<file path="src/rtl/gyro_stream_pkg.sv">
// Shared definitions for the gyro stream depacketizer.
//   WORDS_DEF / DATA_W_DEF : default packet geometry
//   COLLECT / DISCARD      : framing FSM state encoding
//   clog2()                : index width helper
package gyro_stream_pkg;

  localparam int unsigned WORDS_DEF  = 8;
  localparam int unsigned DATA_W_DEF = 32;

  localparam logic [0:0] COLLECT = 1'b0;
  localparam logic [0:0] DISCARD = 1'b1;

  // Smallest w with 2**w >= value (0 for value <= 1).
  function automatic int unsigned clog2(input int unsigned value);
    int unsigned w;
    w = 0;
    for (int unsigned i = 1; i < value; i = i << 1) begin
      w = w + 1;
    end
    return w;
  endfunction

endpackage

</file>
<file path="src/rtl/gyro_frame_buffer.sv">
// Holding buffer for one committed packet.
//   clock_i, reset_i : clock, synchronous active-high reset
//   load_i           : bulk-load all WORDS words from load_data_i
//   load_data_i      : full packet, word k in slot k
//   rd_addr_i        : word index to read
//   rd_data_o        : registered read data (one cycle after rd_addr_i)
module gyro_frame_buffer import gyro_stream_pkg::*; #(
  parameter int unsigned WORDS  = WORDS_DEF,
  parameter int unsigned DATA_W = DATA_W_DEF,
  localparam int unsigned IDX_W = clog2(WORDS)
) (
  input  logic                             clock_i,
  input  logic                             reset_i,
  input  logic                             load_i,
  input  logic [WORDS-1:0][DATA_W-1:0]     load_data_i,
  input  logic [IDX_W-1:0]                 rd_addr_i,
  output logic [DATA_W-1:0]                rd_data_o
);

  logic [WORDS-1:0][DATA_W-1:0] hold_q;
  logic [DATA_W-1:0]            rd_data_q;

  // Contents are don't-care after reset, so the array itself is not reset.
  always_ff @(posedge clock_i) begin
    if (load_i) begin
      hold_q <= load_data_i;
    end
  end

  // Reads sample hold_q before a same-cycle load lands, so the old packet is seen.
  always_ff @(posedge clock_i) begin
    if (reset_i) begin
      rd_data_q <= '0;
    end else begin
      rd_data_q <= hold_q[rd_addr_i];
    end
  end

  assign rd_data_o = rd_data_q;

endmodule

</file>
<file path="src/rtl/gyro_stream_depacketizer.sv">
// Depacketizer for the gyro packetizer stream (fixed WORDS-word packets).
//   clock_i, reset_i          : clock, synchronous active-high reset
//   s_tdata_i/tvalid_i/tlast_i: input stream, no back-pressure
//   rd_addr_i, rd_data_o      : host read of the held packet (registered)
//   pkt_ack_i                 : host consumed the held packet
//   err_clear_i               : clear sticky error flags
//   pkt_pending_o, pkt_irq_o  : held packet present / one-cycle commit pulse
//   err_short/long/overrun_o  : sticky framing errors
//   pkt_count_o, drop_count_o : committed (wrapping) / dropped (saturating) counts
module gyro_stream_depacketizer import gyro_stream_pkg::*; #(
  parameter int unsigned WORDS  = WORDS_DEF,
  parameter int unsigned DATA_W = DATA_W_DEF,
  parameter int unsigned CNT_W  = 16,
  localparam int unsigned IDX_W = clog2(WORDS)
) (
  input  logic              clock_i,
  input  logic              reset_i,
  input  logic [DATA_W-1:0] s_tdata_i,
  input  logic              s_tvalid_i,
  input  logic              s_tlast_i,
  input  logic [IDX_W-1:0]  rd_addr_i,
  output logic [DATA_W-1:0] rd_data_o,
  input  logic              pkt_ack_i,
  input  logic              err_clear_i,
  output logic              pkt_pending_o,
  output logic              pkt_irq_o,
  output logic              err_short_o,
  output logic              err_long_o,
  output logic              err_overrun_o,
  output logic [CNT_W-1:0]  pkt_count_o,
  output logic [CNT_W-1:0]  drop_count_o
);

  localparam logic [IDX_W-1:0] LastIdx = IDX_W'(WORDS - 1);

  logic [0:0]       state_q, state_d;
  logic [IDX_W-1:0] idx_q, idx_d;
  logic             pending_q, pending_d;
  logic             irq_q;
  logic             short_q, short_d, long_q, long_d, overrun_q, overrun_d;
  logic [CNT_W-1:0] pkt_count_q, pkt_count_d, drop_count_q, drop_count_d;

  // Only words 0..WORDS-2 are stored; the last word is taken straight from the
  // stream on the commit cycle, so it never needs a register slot.
  logic [WORDS-2:0][DATA_W-1:0] collect_q, collect_d;
  logic [WORDS-1:0][DATA_W-1:0] commit_data;

  logic commit, drop, set_short, set_long, set_overrun;

  always_comb begin
    state_d     = state_q;
    idx_d       = idx_q;
    collect_d   = collect_q;
    commit      = 1'b0;
    drop        = 1'b0;
    set_short   = 1'b0;
    set_long    = 1'b0;
    set_overrun = 1'b0;
    commit_data = {s_tdata_i, collect_q};

    if (s_tvalid_i) begin
      if (state_q == COLLECT) begin
        if (s_tlast_i && idx_q == LastIdx) begin
          idx_d = '0;
          if (!pending_q || pkt_ack_i) begin
            commit = 1'b1;
          end else begin
            set_overrun = 1'b1;
            drop        = 1'b1;
          end
        end else if (s_tlast_i) begin
          set_short = 1'b1;
          drop      = 1'b1;
          idx_d     = '0;
        end else if (idx_q == LastIdx) begin
          set_long = 1'b1;
          drop     = 1'b1;
          idx_d    = '0;
          state_d  = DISCARD;
        end else begin
          collect_d[idx_q] = s_tdata_i;
          idx_d            = idx_q + IDX_W'(1);
        end
      end else if (s_tlast_i) begin
        state_d = COLLECT;
        idx_d   = '0;
      end
    end

    // A commit in the same cycle as an ack keeps the new packet pending.
    if (commit) begin
      pending_d = 1'b1;
    end else if (pkt_ack_i) begin
      pending_d = 1'b0;
    end else begin
      pending_d = pending_q;
    end

    // Set has priority over clear.
    short_d   = set_short   | (short_q   & ~err_clear_i);
    long_d    = set_long    | (long_q    & ~err_clear_i);
    overrun_d = set_overrun | (overrun_q & ~err_clear_i);

    pkt_count_d  = pkt_count_q + CNT_W'(commit);
    drop_count_d = drop_count_q;
    if (drop && drop_count_q != {CNT_W{1'b1}}) begin
      drop_count_d = drop_count_q + CNT_W'(1);
    end
  end

  always_ff @(posedge clock_i) begin
    if (reset_i) begin
      state_q      <= COLLECT;
      idx_q        <= '0;
      pending_q    <= 1'b0;
      irq_q        <= 1'b0;
      short_q      <= 1'b0;
      long_q       <= 1'b0;
      overrun_q    <= 1'b0;
      pkt_count_q  <= '0;
      drop_count_q <= '0;
    end else begin
      state_q      <= state_d;
      idx_q        <= idx_d;
      pending_q    <= pending_d;
      irq_q        <= commit;
      short_q      <= short_d;
      long_q       <= long_d;
      overrun_q    <= overrun_d;
      pkt_count_q  <= pkt_count_d;
      drop_count_q <= drop_count_d;
    end
  end

  // Partial-packet contents are meaningless after reset; no reset needed.
  always_ff @(posedge clock_i) begin
    collect_q <= collect_d;
  end

  gyro_frame_buffer #(
    .WORDS  (WORDS),
    .DATA_W (DATA_W)
  ) u_frame_buffer (
    .clock_i     (clock_i),
    .reset_i     (reset_i),
    .load_i      (commit),
    .load_data_i (commit_data),
    .rd_addr_i   (rd_addr_i),
    .rd_data_o   (rd_data_o)
  );

  assign pkt_pending_o = pending_q;
  assign pkt_irq_o     = irq_q;
  assign err_short_o   = short_q;
  assign err_long_o    = long_q;
  assign err_overrun_o = overrun_q;
  assign pkt_count_o   = pkt_count_q;
  assign drop_count_o  = drop_count_q;

endmodule

</file>
<file path="config.mk">
export PLATFORM = sky130hd
export DESIGN_NAME = gyro_stream_depacketizer
export DESIGN_NICKNAME = d
export VERILOG_FILES = /design/src/rtl/gyro_stream_pkg.sv /design/src/rtl/gyro_frame_buffer.sv /design/src/rtl/gyro_stream_depacketizer.sv
export SDC_FILE = /design/constraint.sdc
export NUM_CORES = 1
export LEC_CHECK = 0
export CORE_AREA = 5 5 193 195
export CTS_BUF_LIST = sky130_fd_sc_hd__clkbuf_2 sky130_fd_sc_hd__clkbuf_4 sky130_fd_sc_hd__clkbuf_8
export CTS_CLUSTER_DIAMETER = 150
export DETAILED_ROUTE_END_ITERATION = 7
export DIE_AREA = 0 0 198 200
export PLACE_DENSITY = 0.8
export SLEW_MARGIN = 0
export SYNTH_ARGS = -nofsm -noshare
export SYNTH_HDL_FRONTEND = slang
export SYNTH_SLANG_ARGS = --single-unit
</file>
<file path="constraint.sdc">
create_clock -name clock_i -period 40.7 [get_ports clock_i]
set_input_delay 6.105 -clock clock_i [delete_from_list [all_inputs] [get_ports clock_i]]
set_output_delay 6.105 -clock clock_i [all_outputs]
set_load 0.05 [all_outputs]
</file>
# Yosys cells after proc, flatten, opt, wreduce, memory -nomap -nowiden
# Cells that the tools add are included.
dict set report classes {
  eq_ne 3
  magnitude_cmp 3
  bitwise 11
  n_addsub 3
  reduce_logical 8
  n_mux 35
}
# cell count
set ops {}
lappend ops {{$bwmux W224} 1}
lappend ops {{$bmux W32 S3} 1}
lappend ops {{$demux W32 S3} 1}
lappend ops {{$mux W32} 2}
lappend ops {{$mux W1} 25}
lappend ops {{$add A16 B1 Y16} 1}
lappend ops {{$add A16 B1 Y16 const B} 1}
lappend ops {{$ne A16 B16 Y1 const B} 1}
lappend ops {{$mux W3} 5}
lappend ops {{$lt A3 B4 Y1 const B} 2}
lappend ops {{$not A1 Y1} 5}
lappend ops {{$reduce_and A5 Y1} 1}
lappend ops {{$add A3 B1 Y3 const B} 1}
lappend ops {{$and A1 B1 Y1} 3}
lappend ops {{$eq A3 B3 Y1 const B} 1}
lappend ops {{$ge A3 B1 Y1 const B} 1}
lappend ops {{$logic_and A1 B1 Y1} 3}
lappend ops {{$or A1 B1 Y1} 3}
lappend ops {{$ne A2 B2 Y1 const B} 1}
lappend ops {{$reduce_and A2 Y1} 1}
lappend ops {{$reduce_bool A2 Y1} 1}
lappend ops {{$logic_not A1 Y1} 1}
lappend ops {{$logic_or A1 B1 Y1} 1}
dict set report totals {
  reg_bits 553
  in_bits 41
}

# Logic depth before layout (Yosys ltp)
# Gate-level depths: netlist of run 1.
dict set report logic_depth {
  depth_word 7
  depth_mapped 11
  depth_no_buf 9
}

# Cells and area by module
# From an unflattened synthesis of run 1, not the netlist that was laid out.
dict set report hier_totals {
  hier_cells 882
  area_unflattened_um2 19032.0
}
# module area_each_um2 cells_per_inst n_inst
set by_module_without_submodules {}
lappend by_module_without_submodules {gyro_frame_buffer 10395.0 437 1}
lappend by_module_without_submodules {gyro_stream_depacketizer 8637.0 445 1}

# Worst setup path after synthesis of run 1
# OpenSTA, ideal clock, no wires.
dict set report synth_timing {
  path_type {input port to flip-flop}
  startpoint {in s_tvalid_i}
  endpoint {reg pkt_count_q[14] (netlist: pkt_count_o[14])}
  path_slack_ns 21.281
  arrival_time_ns 19.348
  setup_time_ns 0.070
  cell_stages 8
  path_buffers 0
  cell_sequence {and2b_1 -> nand3_1 -> nor2_1 -> ha_1 -> ha_1 -> nand2_1 -> or4_1 -> a21oi_1}
}
dict set report synth_via {
  elab_chain_cells 2
}
# element line_no
set synth_lines {}
lappend synth_lines {{start, declared} gyro_stream_depacketizer.sv:19} ;# input logic s_tvalid_i,
lappend synth_lines {{$mux W1} gyro_stream_depacketizer.sv:61} ;# if (s_tvalid_i) begin
lappend synth_lines {{net commit} gyro_stream_depacketizer.sv:48} ;# logic commit, drop, set_short, set_long, set_overrun;
lappend synth_lines {{$add A16 B1 Y16} gyro_stream_depacketizer.sv:104} ;# pkt_count_d = pkt_count_q + CNT_W'(commit);
lappend synth_lines {{end signal, assigned} gyro_stream_depacketizer.sv:130} ;# pkt_count_q <= pkt_count_d;
lappend synth_lines {{end, declared} gyro_stream_depacketizer.sv:41} ;# logic [CNT_W-1:0] pkt_count_q, pkt_count_d, drop_count_q, drop_count_d;
# The timed path passes the listed nets, and every way through them passes these cells.
# A chain may end at the register's enable or synchronous reset.

# Worst setup path in the final report of run 1
# Ends and elaborated chain as after synthesis.

==> results of run 1 <==
[layout by cell type, fill, tap and decap left out, types with 10 or more instances in the layout]
master,n
a21oi_1,15
buf_4,14
clkbuf_4,27
clkbuf_8,90
clkdlybuf4s50_1,105
clkinv_1,14
clkinv_2,10
dfxtp_1,73
edfxtp_1,480
mux2i_1,32
mux4_2,64
nand2_1,15
nand3_1,10
nor2_1,57
nor3_1,10
[stage by stage]
step | instance area, um2 | cells | total power [mW]
after floorplan | 19000 | 900 | 0.653
final | 22600 | 1606 | 1.15
after detailed placement | 20700 | 1449 | 0.670
after global placement | 20700 | 1449 | 0.669
after global routing | 22600 | 1606 | 1.20
after CTS | 22600 | 1606 | 1.17
[flip-flops by register name, summed over array words and instances, names as in the netlist]
| register | count |
|---|---|
| err_overrun_o | 1 |
| err_short_o | 1 |
| u_frame_buffer.hold_q | 256 |
| idx_q | 3 |
| drop_count_o | 16 |
| pkt_pending_o | 1 |
| pkt_count_o | 16 |
| u_frame_buffer.rd_data_o | 32 |
| state_q | 1 |
| pkt_irq_o | 1 |
| err_long_o | 1 |
| collect_q | 224 |
[worst max-delay path, stage by stage]
cell             delay (ns)
clkdlybuf4s50_1        0.54
and2b_1                0.25
nand3_1                0.17
nor2_4                 0.14
buf_4                  0.76
ha_1                   0.29
ha_1                   0.24
nand2_1                0.15
or4_1                  0.48
a21oi_1                0.15
[final cells by class]
class | instances | share of cell area (%)
Inverter | 6 | 0.0997
Timing Repair Buffer | 121 | 5.23
Tap cell | 461 | 2.55
Multi-Input combinational cell | 308 | 13.5
Clock inverter | 40 | 1.95
Sequential cell | 553 | 70.3
Clock buffer | 117 | 6.38
[kinds of logic (layout without fill, tap and decap cells)]
kind of cell    after synthesis  after routing  share of synthesized area (%)
buf+inv                      39            284                          0.848
mux                         101            101                           9.55
compound gates               41             41                           1.39
fa+ha+maj                     6              6                          0.394
xor+xnor                     10             10                          0.460
simple gates                150            150                           3.94
flops                       553            553                           83.4
[how the worst max path moves through the flow]
stage               depth (start not counted)               to  slack [ns]       start
global route                               10  pkt_count_o[14]       31.68  s_tvalid_i
floorplan                                   8  pkt_count_o[14]       21.28  s_tvalid_i
finish                                     10  pkt_count_o[14]       31.95  s_tvalid_i
CTS                                        10  pkt_count_o[14]       31.95  s_tvalid_i
detailed placement                         10  pkt_count_o[14]       31.27  s_tvalid_i
global placement                           10  pkt_count_o[14]       31.40  s_tvalid_i
[report_power, final]
group / leakage, nW / total, mW / switching, mW / internal [mW]
combinational: 1.45 / 0.0388 / 0.0237 / 0.0150
clock: 0.982 / 0.494 / 0.205 / 0.289
sequential: 4.92 / 0.618 / 0.00144 / 0.617
[per-layer routing]
layer	routed length, um	up-vias	global-route usage, %
li1	-	3973	-
met1	13800	4365	23.4
met2	16300	263	27.2
met3	2080	55	4.33
met4	520	6	5.02
met5	39	-	0
==> out/qor.log, run 1 <==
qor: die.floorplan.die_area 39600 um2
qor: timing.fin_crit_sh 21.5%
qor: detailed_routing.routed_wl 32700 um
qor: clock_tree.cts-htree-levels 3
qor: placement.place.gp.congestion 0.803
qor: detailed_routing.route.antenna.remaining_nets 0
qor: clock_tree.tritoncts done
qor: power.vdd_drop_max 0.0000339 V
qor: hold_path.worstHoldEndpoint u_frame_buffer.hold_q[188]
qor: clock_tree.sink_count_of_the_clock_tree 553
qor: clock_tree.latest_clock_arrival_within_the_worst_skew_pair 0.62 ns
qor: setup_path.r2r-start idx_q[1]
qor: placement.hpwl 17300 um
qor: timing.final_max_slew_viol_count 0
qor: synthesis.synth_commonest_cells edfxtp_1, dfxtp_1, mux4_2
qor: die.pin_count 110
qor: timing.setup-tns-final 0 ns
qor: setup_path.criticalPathCategory in2reg
qor: detailed_routing.pre_repair_dr_iteration_count 5
qor: clock_tree.cts_made_buffers 85
qor: clock_tree.cts-resized-gates 0
qor: synthesis.synth-seq-area-share 83.4%
qor: global_route.antenna_found_initial 3
qor: synthesis.synth_top_area_share 75.7%
qor: die.dieWidth 198 um
qor: synthesis.synthFlopType edfxtp_1
qor: die.row_count 69
qor: synthesis.async_reset_ff_share 0%
qor: setup_path.reg2reg_slack 37.21 ns
qor: setup_path.worst_ep_arrival_time 9.29 ns
qor: detailed_routing.routed_via_density 5.39
qor: synthesis.syn_avg_cell_area 21.1 um2
qor: clock_tree.maximum_clock_insertion_buffer_count 3
qor: synthesis.postSynthRegisterBits 553
qor: hold_path.hold_class reg2reg
qor: hold_path.min-delay-start collect_q[188]
qor: layout.multi_input_comb_area 3050 um2
qor: timing.rsz_0062_raised_after_global_routing false
qor: synthesis.synthesis.nets 947
qor: synthesis.synthCells 900
qor: synthesis.synthTopCellsByArea edfxtp_1, dfxtp_1, mux4_2, mux2i_1, nor2_1
qor: global_route.first_global_vias 8953
qor: synthesis.mappedNetlistArea 19000 um2
qor: placement.port-buffer-count 109
qor: clock_tree.clock_tree.root_cell clkbuf_8
qor: detailed_routing.remaining_drc_errors 0
qor: setup_path.worst_setup_path_start_kind primary input
qor: hold_path.whs_path_depth 0
qor: die.die-height 200 um
qor: timing.max-slew-margin-rel 30.7%
qor: die.initial_core_util 54.0%
qor: timing.hold_viol_final 0
qor: synthesis.number_of_warnings_printed_during_yosys_synthesis 0
qor: power.power_density 50.9 nW/um2
qor: layout.areaGrowthSynthToFinish 18.7%
qor: die.core_area 35200 um2
qor: clock_tree.postCtsSetupBuffers 0
qor: setup_path.cp_max_fo 83
qor: setup_path.r2r_cells 10
qor: detailed_routing.detail_route.wl_per_cell 20.4 um
qor: global_route.largest_net_degree_at_the_start_of_global_routing 177
qor: setup_path.endpoint_kind flip-flop
qor: timing.fin_worst_skew 0.0224 ns
qor: timing.finalHoldWorstSlack 0.408 ns
qor: synthesis.synth-edff-count 480
qor: layout.post_layout_net_count 1122
qor: layout.antenna_cells_inserted 0
qor: timing.max_freq 114 MHz
qor: clock_tree.clock_pin_slew_on_the_worst_setup_and_hold_paths 0.06 ns
qor: global_route.grt.overflow.total 0
qor: power.power.leakage 7.36 nW
qor: timing.setup_viol 0
qor: global_route.grt_first_pass_wirelength 50700 um
qor: layout.total_area_of_sequential_cells 15900 um2
qor: clock_tree.hold_buffers 0
qor: synthesis.post-synth-top-count-cell edfxtp_1
qor: setup_path.required 41.24 ns
qor: placement.dp_slack 31.27 ns
qor: timing.final_min_period 8.75 ns
qor: status.result_of_the_run completed
qor: layout.postLayoutCoreUtil 64.1%
qor: detailed_routing.drt-initial-drc-count 671
qor: job.max_cap_violations 0
qor: layout.drive_above_1_share 21.1%
qor: layout.n_fill_cell 2283
qor: global_route.grt.total_usage 16.9%
qor: timing.post-route-worst-setup-slack 31.95 ns
qor: synthesis.yosysTopAreaCell edfxtp_1
qor: setup_path.rr_endpoint pkt_count_o[14]
qor: detailed_routing.via_count 8662
qor: timing.tightest_slew 1.04 ns
qor: synthesis.synth.lib_cells_used.distinct 47
(Power assumes the default switching activity.)
==> inputs of run 2 (changes only) <==
--- a/config.mk
+++ b/config.mk
@@ -10,7 +10,7 @@
 export CTS_CLUSTER_DIAMETER = 150
 export DETAILED_ROUTE_END_ITERATION = 7
 export DIE_AREA = 0 0 198 200
-export PLACE_DENSITY = 0.8
+export PLACE_DENSITY = 0.83
 export SLEW_MARGIN = 0
 export SYNTH_ARGS = -nofsm -noshare
 export SYNTH_HDL_FRONTEND = slang
==> constraint.sdc (replaced) <==
create_clock -name clock_i -period 7.9 [get_ports clock_i]
set_input_delay 1.185 -clock clock_i [delete_from_list [all_inputs] [get_ports clock_i]]
set_output_delay 1.185 -clock clock_i [all_outputs]
set_load 0.05 [all_outputs]
==> run 2 against run 1 <==
Worst setup slack got worse by 28 ns; combinational power rose to 5.1 times the previous value; flip-flop and latch count did not move; sequential power rose to 5.2 times the previous value; total power rose to 4.9 times the previous value; cell count fell by 0.68%; count of clock-buffer cells in the layout rose by 5; utilization fell by 0.73 points; sequential share of layout area rose by 0.81 points; clock power rose to 4.6 times the previous value; wire length fell by 0.26%; critical path type unchanged.
==> out/qor.log, run 2 (same netlist as run 1, synthesis figures left out) <==
qor: clock_tree.cts_made_buffers 82 [was 85]
qor: timing.tightest_slew 1.09 ns [was 1.04 ns]
qor: die.core_area 35200 um2 [unchanged]
qor: setup_path.endpoint_kind flip-flop [unchanged]
qor: job.max_cap_violations 0 [unchanged]
qor: layout.post_layout_net_count 1120 [was 1122]
qor: timing.max-slew-margin-rel 26.9% [was 30.7%]
qor: layout.postLayoutCoreUtil 63.4% [was 64.1%]
qor: setup_path.crit_family buffers and inverters [unchanged]
qor: detailed_routing.route.antenna.remaining_nets 0 [unchanged]
qor: power.power.leakage 7.25 nW [was 7.36 nW]
qor: clock_tree.maximum_clock_insertion_buffer_count 3 [unchanged]
qor: clock_tree.tritoncts done [unchanged]
qor: layout.antenna_cells_inserted 0 [unchanged]
qor: setup_path.required 8.13 ns [was 41.24 ns]
qor: setup_path.rr_endpoint u_frame_buffer.hold_q[205] [was pkt_count_o[14]]
qor: setup_path.r2r-start idx_q[1] [unchanged]
qor: setup_path.criticalPathCategory in2reg [unchanged]
qor: die.floorplan.die_area 39600 um2 [unchanged]
qor: die.dieWidth 198 um [unchanged]
qor: layout.n_fill_cell 2317 [was 2283]
qor: global_route.grt_first_pass_wirelength 50200 um [was 50700 um]
qor: clock_tree.cts-resized-gates 0 [unchanged]
qor: global_route.grt.overflow.total 0 [unchanged]
qor: setup_path.path_cells clkdlybuf4s50_1 -> and2b_1 -> nand3_1 -> nor2_4 -> buf_4 [was clkdlybuf4s50_1 -> and2b_1 -> nand3_1 -> nor2_4 -> buf_4 -> ha_1 -> ha_1 -> nand2_1 -> or4_1 -> a21oi_1]
qor: clock_tree.latest_clock_arrival_within_the_worst_skew_pair 0.62 ns [about the same]
qor: setup_path.cp_max_fo 88 [was 83]
qor: timing.setup-tns-final 0 ns [unchanged]
qor: layout.layout_common_cells edfxtp_1, clkdlybuf4s50_1, clkbuf_8 [unchanged]
qor: die.initial_core_util 54.0% [unchanged]
qor: clock_tree.postCtsSetupBuffers 0 [unchanged]
qor: timing.fin_worst_skew 0.0234 ns [was 0.0224 ns]
qor: die.row_count 69 [unchanged]
qor: clock_tree.clock_pin_slew_on_the_worst_setup_and_hold_paths 0.06 ns [about the same]
qor: status.result_of_the_run completed [unchanged]
qor: layout.drive_above_1_share 20.7% [was 21.1%]
qor: die.die-height 200 um [unchanged]
qor: setup_path.cp-endpoint u_frame_buffer.hold_q[205] [was pkt_count_o[14]]
qor: timing.rsz_0062_raised_after_global_routing false [unchanged]
qor: timing.fin_crit_sh 48.6%
qor: detailed_routing.pre_repair_dr_iteration_count 5 [unchanged]
qor: global_route.first_global_vias 8946 [was 8953]
qor: detailed_routing.routed_via_density 5.44 [was 5.39]
qor: clock_tree.hold_buffers 0 [unchanged]
qor: setup_path.reg2reg_slack 4.40 ns [was 37.21 ns]
qor: power.power_density 252 nW/um2 [was 50.9 nW/um2]
qor: detailed_routing.drt-initial-drc-count 568 [was 671]
qor: placement.port-buffer-count 109 [unchanged]
qor: die.pin_count 110 [unchanged]
qor: setup_path.crit_start s_tvalid_i [unchanged]
qor: timing.setup_viol 0 [unchanged]
qor: setup_path.worst_setup_path_start_kind primary input [unchanged]
qor: setup_path.max_stage_delay_cell_worst_path buf_4 [unchanged]
qor: power.vdd_drop_max 0.000154 V [was 0.0000339 V]
qor: layout.layout.cells.most_common edfxtp_1 [unchanged]
qor: detailed_routing.detail_route.wl_per_cell 20.5 um [was 20.4 um]
qor: hold_path.hold_class reg2reg [unchanged]
qor: layout.number_of_flip_flops_in_the_largest_register 256 [unchanged]
qor: timing.hold_viol_final 0 [unchanged]
qor: setup_path.r2r_cells 5 [was 10]
qor: detailed_routing.via_count 8676 [was 8662]
qor: detailed_routing.routed_wl 32600 um [was 32700 um]
qor: setup_path.path_depth 5 [was 10]
qor: layout.areaGrowthSynthToFinish 17.3% [was 18.7%]
qor: setup_path.cp_slowest_stage_delay 0.95 ns [was 0.76 ns]
qor: setup_path.worst-path-buf-inv 2 [unchanged]
qor: clock_tree.clock_tree.root_cell clkbuf_8 [unchanged]
qor: clock_tree.cts-htree-levels 3 [unchanged]
qor: detailed_routing.remaining_drc_errors 0 [unchanged]
qor: global_route.antenna_found_initial 2 [was 3]
qor: placement.hpwl 17600 um [was 17300 um]
qor: global_route.grt.total_usage 16.8% [was 16.9%]
qor: setup_path.worst_ep_arrival_time 4.07 ns [was 9.29 ns]
qor: timing.final_min_period 3.84 ns
qor: timing.max_freq 261 MHz
qor: global_route.largest_net_degree_at_the_start_of_global_routing 89 [was 177]
qor: timing.final_max_slew_viol_count 0 [unchanged]
qor: placement.place.gp.congestion 0.812 [was 0.803]
qor: clock_tree.sink_count_of_the_clock_tree 553 [unchanged]
qor: layout.registers.top_by_ff_count u_frame_buffer.hold_q [unchanged]
-- run 2: cell types whose count changed in the layout (fill, tap and decap cells not counted), sizes merged --
| cell | previous run | this run |
|---|---|---|
| bufinv | 9 | 2 |
| clkinv | 25 | 18 |
| clkbuf | 117 | 122 |
| clkinvlp | 3 | 1 |
| buf | 16 | 17 |
| inv | 9 | 8 |
-- run 2: area by class of cell --
class / count / area [um2] / area share [%]
Clock buffer: 122 / 1450 / 6.51
Clock inverter: 23 / 176 / 0.790
Inverter: 6 / 22.5 / 0.101
Multi-Input combinational cell: 308 / 3050 / 13.7
Sequential cell: 553 / 15900 / 71.1
Tap cell: 461 / 577 / 2.58
Timing Repair Buffer: 122 / 1180 / 5.27
-- run 2: worst min path at each step --
stage | startpoint | endpoint | slack, ns | cells after the start
4_1_cts | collect_q[31] | u_frame_buffer.hold_q[31] | 0.41 | 0
5_1_grt | collect_q[164] | u_frame_buffer.hold_q[164] | 0.41 | 0
3_3_place_gp | collect_q[193] | u_frame_buffer.hold_q[193] | 0.40 | 0
3_5_place_dp | collect_q[123] | u_frame_buffer.hold_q[123] | 0.40 | 0
6_report | collect_q[164] | u_frame_buffer.hold_q[164] | 0.41 | 0
2_1_floorplan | collect_q[0] | u_frame_buffer.hold_q[0] | 0.40 | 0
-- run 2: power breakdown --
group | leakage, nW | total (mW) | switching, mW | internal, mW
sequential | 4.92 | 3.19 | 0.00725 | 3.18
combinational | 1.45 | 0.199 | 0.122 | 0.0775
clock | 0.873 | 2.25 | 1.00 | 1.25
-- run 2: per-stage QoR --
stage          power, mW  std cells  setup slack, ns  cell area [um2]  hold slack (ns)
2_1_floorplan       3.37        900             1.01            19000            0.400
3_3_place_gp        3.44       1450             3.52            20700            0.401
3_5_place_dp        3.45       1450             3.41            20700            0.405
4_1_cts             5.71       1595             4.10            22300            0.406
5_1_grt             5.85       1595             3.88            22300            0.415
6_report            5.63       1595             4.06            22300            0.405
-- run 2: per-layer routing --
metal / GRT usage [%] / routed length, um / vias to the layer above / part of all wire [%]
li1: - / - / 3956 / -
met1: 22.0 / 13300 / 4388 / 41
met2: 27.8 / 16600 / 277 / 51
met3: 4.51 / 2090 / 51 / 6.4
met4: 5.76 / 642 / 4 / 2.0
met5: 0 / 27 / - / 0.083
==> inputs of run 3 (changes only) <==
--- a/config.mk
+++ b/config.mk
@@ -10,7 +10,7 @@
 export CTS_CLUSTER_DIAMETER = 150
 export DETAILED_ROUTE_END_ITERATION = 7
 export DIE_AREA = 0 0 198 200
-export PLACE_DENSITY = 0.83
+export PLACE_DENSITY = 0.8
 export SLEW_MARGIN = 0
 export SYNTH_ARGS = -nofsm -noshare
 export SYNTH_HDL_FRONTEND = slang
==> constraint.sdc (replaced) <==
create_clock -name clock_i -period 3.7 [get_ports clock_i]
set_input_delay 0.555 -clock clock_i [delete_from_list [all_inputs] [get_ports clock_i]]
set_output_delay 0.555 -clock clock_i [all_outputs]
set_load 0.05 [all_outputs]
==> run 3 against run 2 <==
Flip-flop and latch count did not move; total power increased by 120%; first-iteration DRC count rose by 2.6%; combinational power is 120% higher; highest routed layer unchanged; sequential share of layout area fell by 0.81 points; non-clock buffer count increased by 10; critical endpoint is now pkt_count_o[15].
==> out/qor.log, run 3 (same netlist as run 1, synthesis figures left out) <==
qor: detailed_routing.routed_via_density 5.39 [was 5.44]
qor: clock_tree.clock_pin_slew_on_the_worst_setup_and_hold_paths 0.06 ns [about the same]
qor: power.power.leakage 7.35 nW [was 7.25 nW]
qor: detailed_routing.drt-initial-drc-count 583 [was 568]
qor: timing.max-slew-margin-rel 36.3% [was 26.9%]
qor: layout.layout.cells.most_common edfxtp_1 [unchanged]
qor: die.pin_count 110 [unchanged]
qor: setup_path.path_cells ha_2 -> nand3_4 -> nor2_4 -> ha_1 -> and2_1 -> nand3_1 -> or4_1 -> a21oi_1 [was clkdlybuf4s50_1 -> and2b_1 -> nand3_1 -> nor2_4 -> buf_4]
qor: global_route.grt.overflow.total 0 [unchanged]
qor: die.floorplan.die_area 39600 um2 [unchanged]
qor: timing.hold_viol_final 0 [unchanged]
qor: timing.rsz_0062_raised_after_global_routing false [unchanged]
qor: layout.post_layout_net_count 1130 [was 1120]
qor: clock_tree.tritoncts done [unchanged]
qor: setup_path.criticalPathCategory reg2reg [was in2reg]
qor: placement.dp_slack 0.630 ns [was 3.41 ns]
qor: timing.final_min_period 2.65 ns
qor: setup_path.worst_setup_path_start_kind flip-flop [was primary input]
qor: power.power_density 538 nW/um2 [was 252 nW/um2]
qor: global_route.grt_first_pass_wirelength 51200 um [was 50200 um]
qor: layout.drive_above_1_share 22.5% [was 20.7%]
qor: die.core_area 35200 um2 [unchanged]
qor: global_route.largest_net_degree_at_the_start_of_global_routing 123 [was 89]
qor: job.max_cap_violations 0 [unchanged]
qor: layout.number_of_flip_flops_in_the_largest_register 256 [unchanged]
qor: setup_path.required 4.22 ns [was 8.13 ns]
qor: die.row_count 69 [unchanged]
qor: setup_path.endpoint_kind flip-flop [unchanged]
qor: clock_tree.cts-resized-gates 0 [unchanged]
qor: clock_tree.sink_count_of_the_clock_tree 553 [unchanged]
qor: detailed_routing.via_count 8685 [was 8676]
qor: global_route.grt.total_usage 17.0% [was 16.8%]
qor: setup_path.worst-path-buf-inv 0 [was 2]
qor: setup_path.cp_max_fo 10 [was 88]
qor: timing.tightest_slew 0.956 ns [was 1.09 ns]
qor: global_route.first_global_vias 9041 [was 8946]
qor: layout.layout_common_cells edfxtp_1, clkdlybuf4s50_1, clkbuf_8 [unchanged]
qor: clock_tree.clock_tree.root_cell clkbuf_8 [unchanged]
qor: power.totalPowerFinal 12.2 mW [was 5.63 mW]
qor: detailed_routing.remaining_drc_errors 0 [unchanged]
qor: power.vdd_drop_max 0.000275 V [was 0.000154 V]
qor: die.initial_core_util 54.0% [unchanged]
qor: placement.postPlaceCellArea 20900 um2 [was 20700 um2]
qor: placement.port-buffer-count 109 [unchanged]
qor: timing.finalHoldWorstSlack 0.412 ns [was 0.405 ns]
qor: timing.fin_crit_sh 71.6%
qor: setup_path.cp_slowest_stage_delay 0.56 ns [was 0.95 ns]
qor: layout.registers.top_by_ff_count u_frame_buffer.hold_q [unchanged]
qor: setup_path.worst_ep_arrival_time 3.17 ns [was 4.07 ns]
qor: clock_tree.hold_buffers 0 [unchanged]
qor: layout.antenna_cells_inserted 0 [unchanged]
qor: layout.postLayoutCoreUtil 64.2% [was 63.4%]
qor: status.result_of_the_run completed [unchanged]
qor: placement.hpwl 19500 um [was 17600 um]
qor: hold_path.hold_class reg2reg [unchanged]
qor: clock_tree.maximum_clock_insertion_buffer_count 3 [unchanged]
qor: layout.post-route-cell-area 22600 um2 [was 22300 um2]
qor: timing.max_freq 378 MHz
qor: timing.fin_worst_skew 0.0179 ns [was 0.0234 ns]
qor: die.dieWidth 198 um [unchanged]
qor: layout.n_fill_cell 2240 [was 2317]
qor: timing.final_max_slew_viol_count 0 [unchanged]
qor: timing.post-route-worst-setup-slack 1.05 ns [was 4.06 ns]
qor: setup_path.crit_family simple AND/OR/NAND/NOR gates [was buffers and inverters]
qor: layout.areaGrowthSynthToFinish 18.7% [was 17.3%]
qor: clock_tree.postCtsSetupBuffers 0 [unchanged]
qor: detailed_routing.routed_wl 32700 um [was 32600 um]
qor: clock_tree.latest_clock_arrival_within_the_worst_skew_pair 0.61 ns [was 0.62 ns]
qor: global_route.antenna_found_initial 2 [unchanged]
qor: detailed_routing.pre_repair_dr_iteration_count 5 [unchanged]
qor: detailed_routing.route.antenna.remaining_nets 0 [unchanged]
qor: clock_tree.cts-htree-levels 3 [unchanged]
qor: die.die-height 200 um [unchanged]
qor: timing.setup_viol 0 [unchanged]
qor: detailed_routing.detail_route.wl_per_cell 20.3 um [was 20.5 um]
qor: placement.place.gp.congestion 0.764 [was 0.812]
qor: clock_tree.cts_made_buffers 82 [unchanged]
qor: setup_path.max_stage_delay_cell_worst_path dfxtp_1 [was buf_4]
## run 3: metal layers
metal,global-route usage [%],share of wire [%]
met5,0,0.064
met4,5.43,1.8
met3,3.99,6.2
met2,28.4,51
met1,22.5,41
## run 3: final cells by class
| type | instances | area [um2] | area share [%] |
|---|---|---|---|
| Tap cell | 461 | 577 | 2.55 |
| Clock buffer | 122 | 1480 | 6.54 |
| Timing Repair Buffer | 132 | 1300 | 5.76 |
| Sequential cell | 553 | 15900 | 70.3 |
| Multi-Input combinational cell | 308 | 3110 | 13.8 |
| Inverter | 6 | 22.5 | 0.0997 |
| Clock inverter | 29 | 225 | 0.997 |
## run 3: final timing paths
path / cells after the start / start / slack (ns) / endpoint
setup / recovery: 8 / idx_q[2] / 1.05 / pkt_count_o[15]
hold / removal: 0 / collect_q[138] / 0.41 / u_frame_buffer.hold_q[138]
hold reg to reg: 0 / collect_q[138] / 0.41 / u_frame_buffer.hold_q[138]
setup reg to reg: 8 / idx_q[2] / 1.05 / pkt_count_o[15]
## run 3: where the power goes
part	total, mW	internal [mW]	switching, mW
Sequential	6.80	6.79	0.0163
Combinational	0.439	0.171	0.269
Clock	4.93	2.73	2.19
## run 3: worst reg2reg max path, stage by stage, from the launching register on
cell and delay (ns):
dfxtp_1 0.56, ha_2 0.38, nand3_4 0.11, nor2_4 0.33
ha_1 0.20, and2_1 0.24, nand3_1 0.16, or4_1 0.44
a21oi_1 0.15
## run 3: per-stage QoR
step | TNS [ns] | std cells
final | 0 | 1611
after global routing | 0 | 1611
after CTS | 0 | 1611
after detailed placement | 0 | 1460
after global placement | 0 | 1460
after floorplan | -386.44 | 900
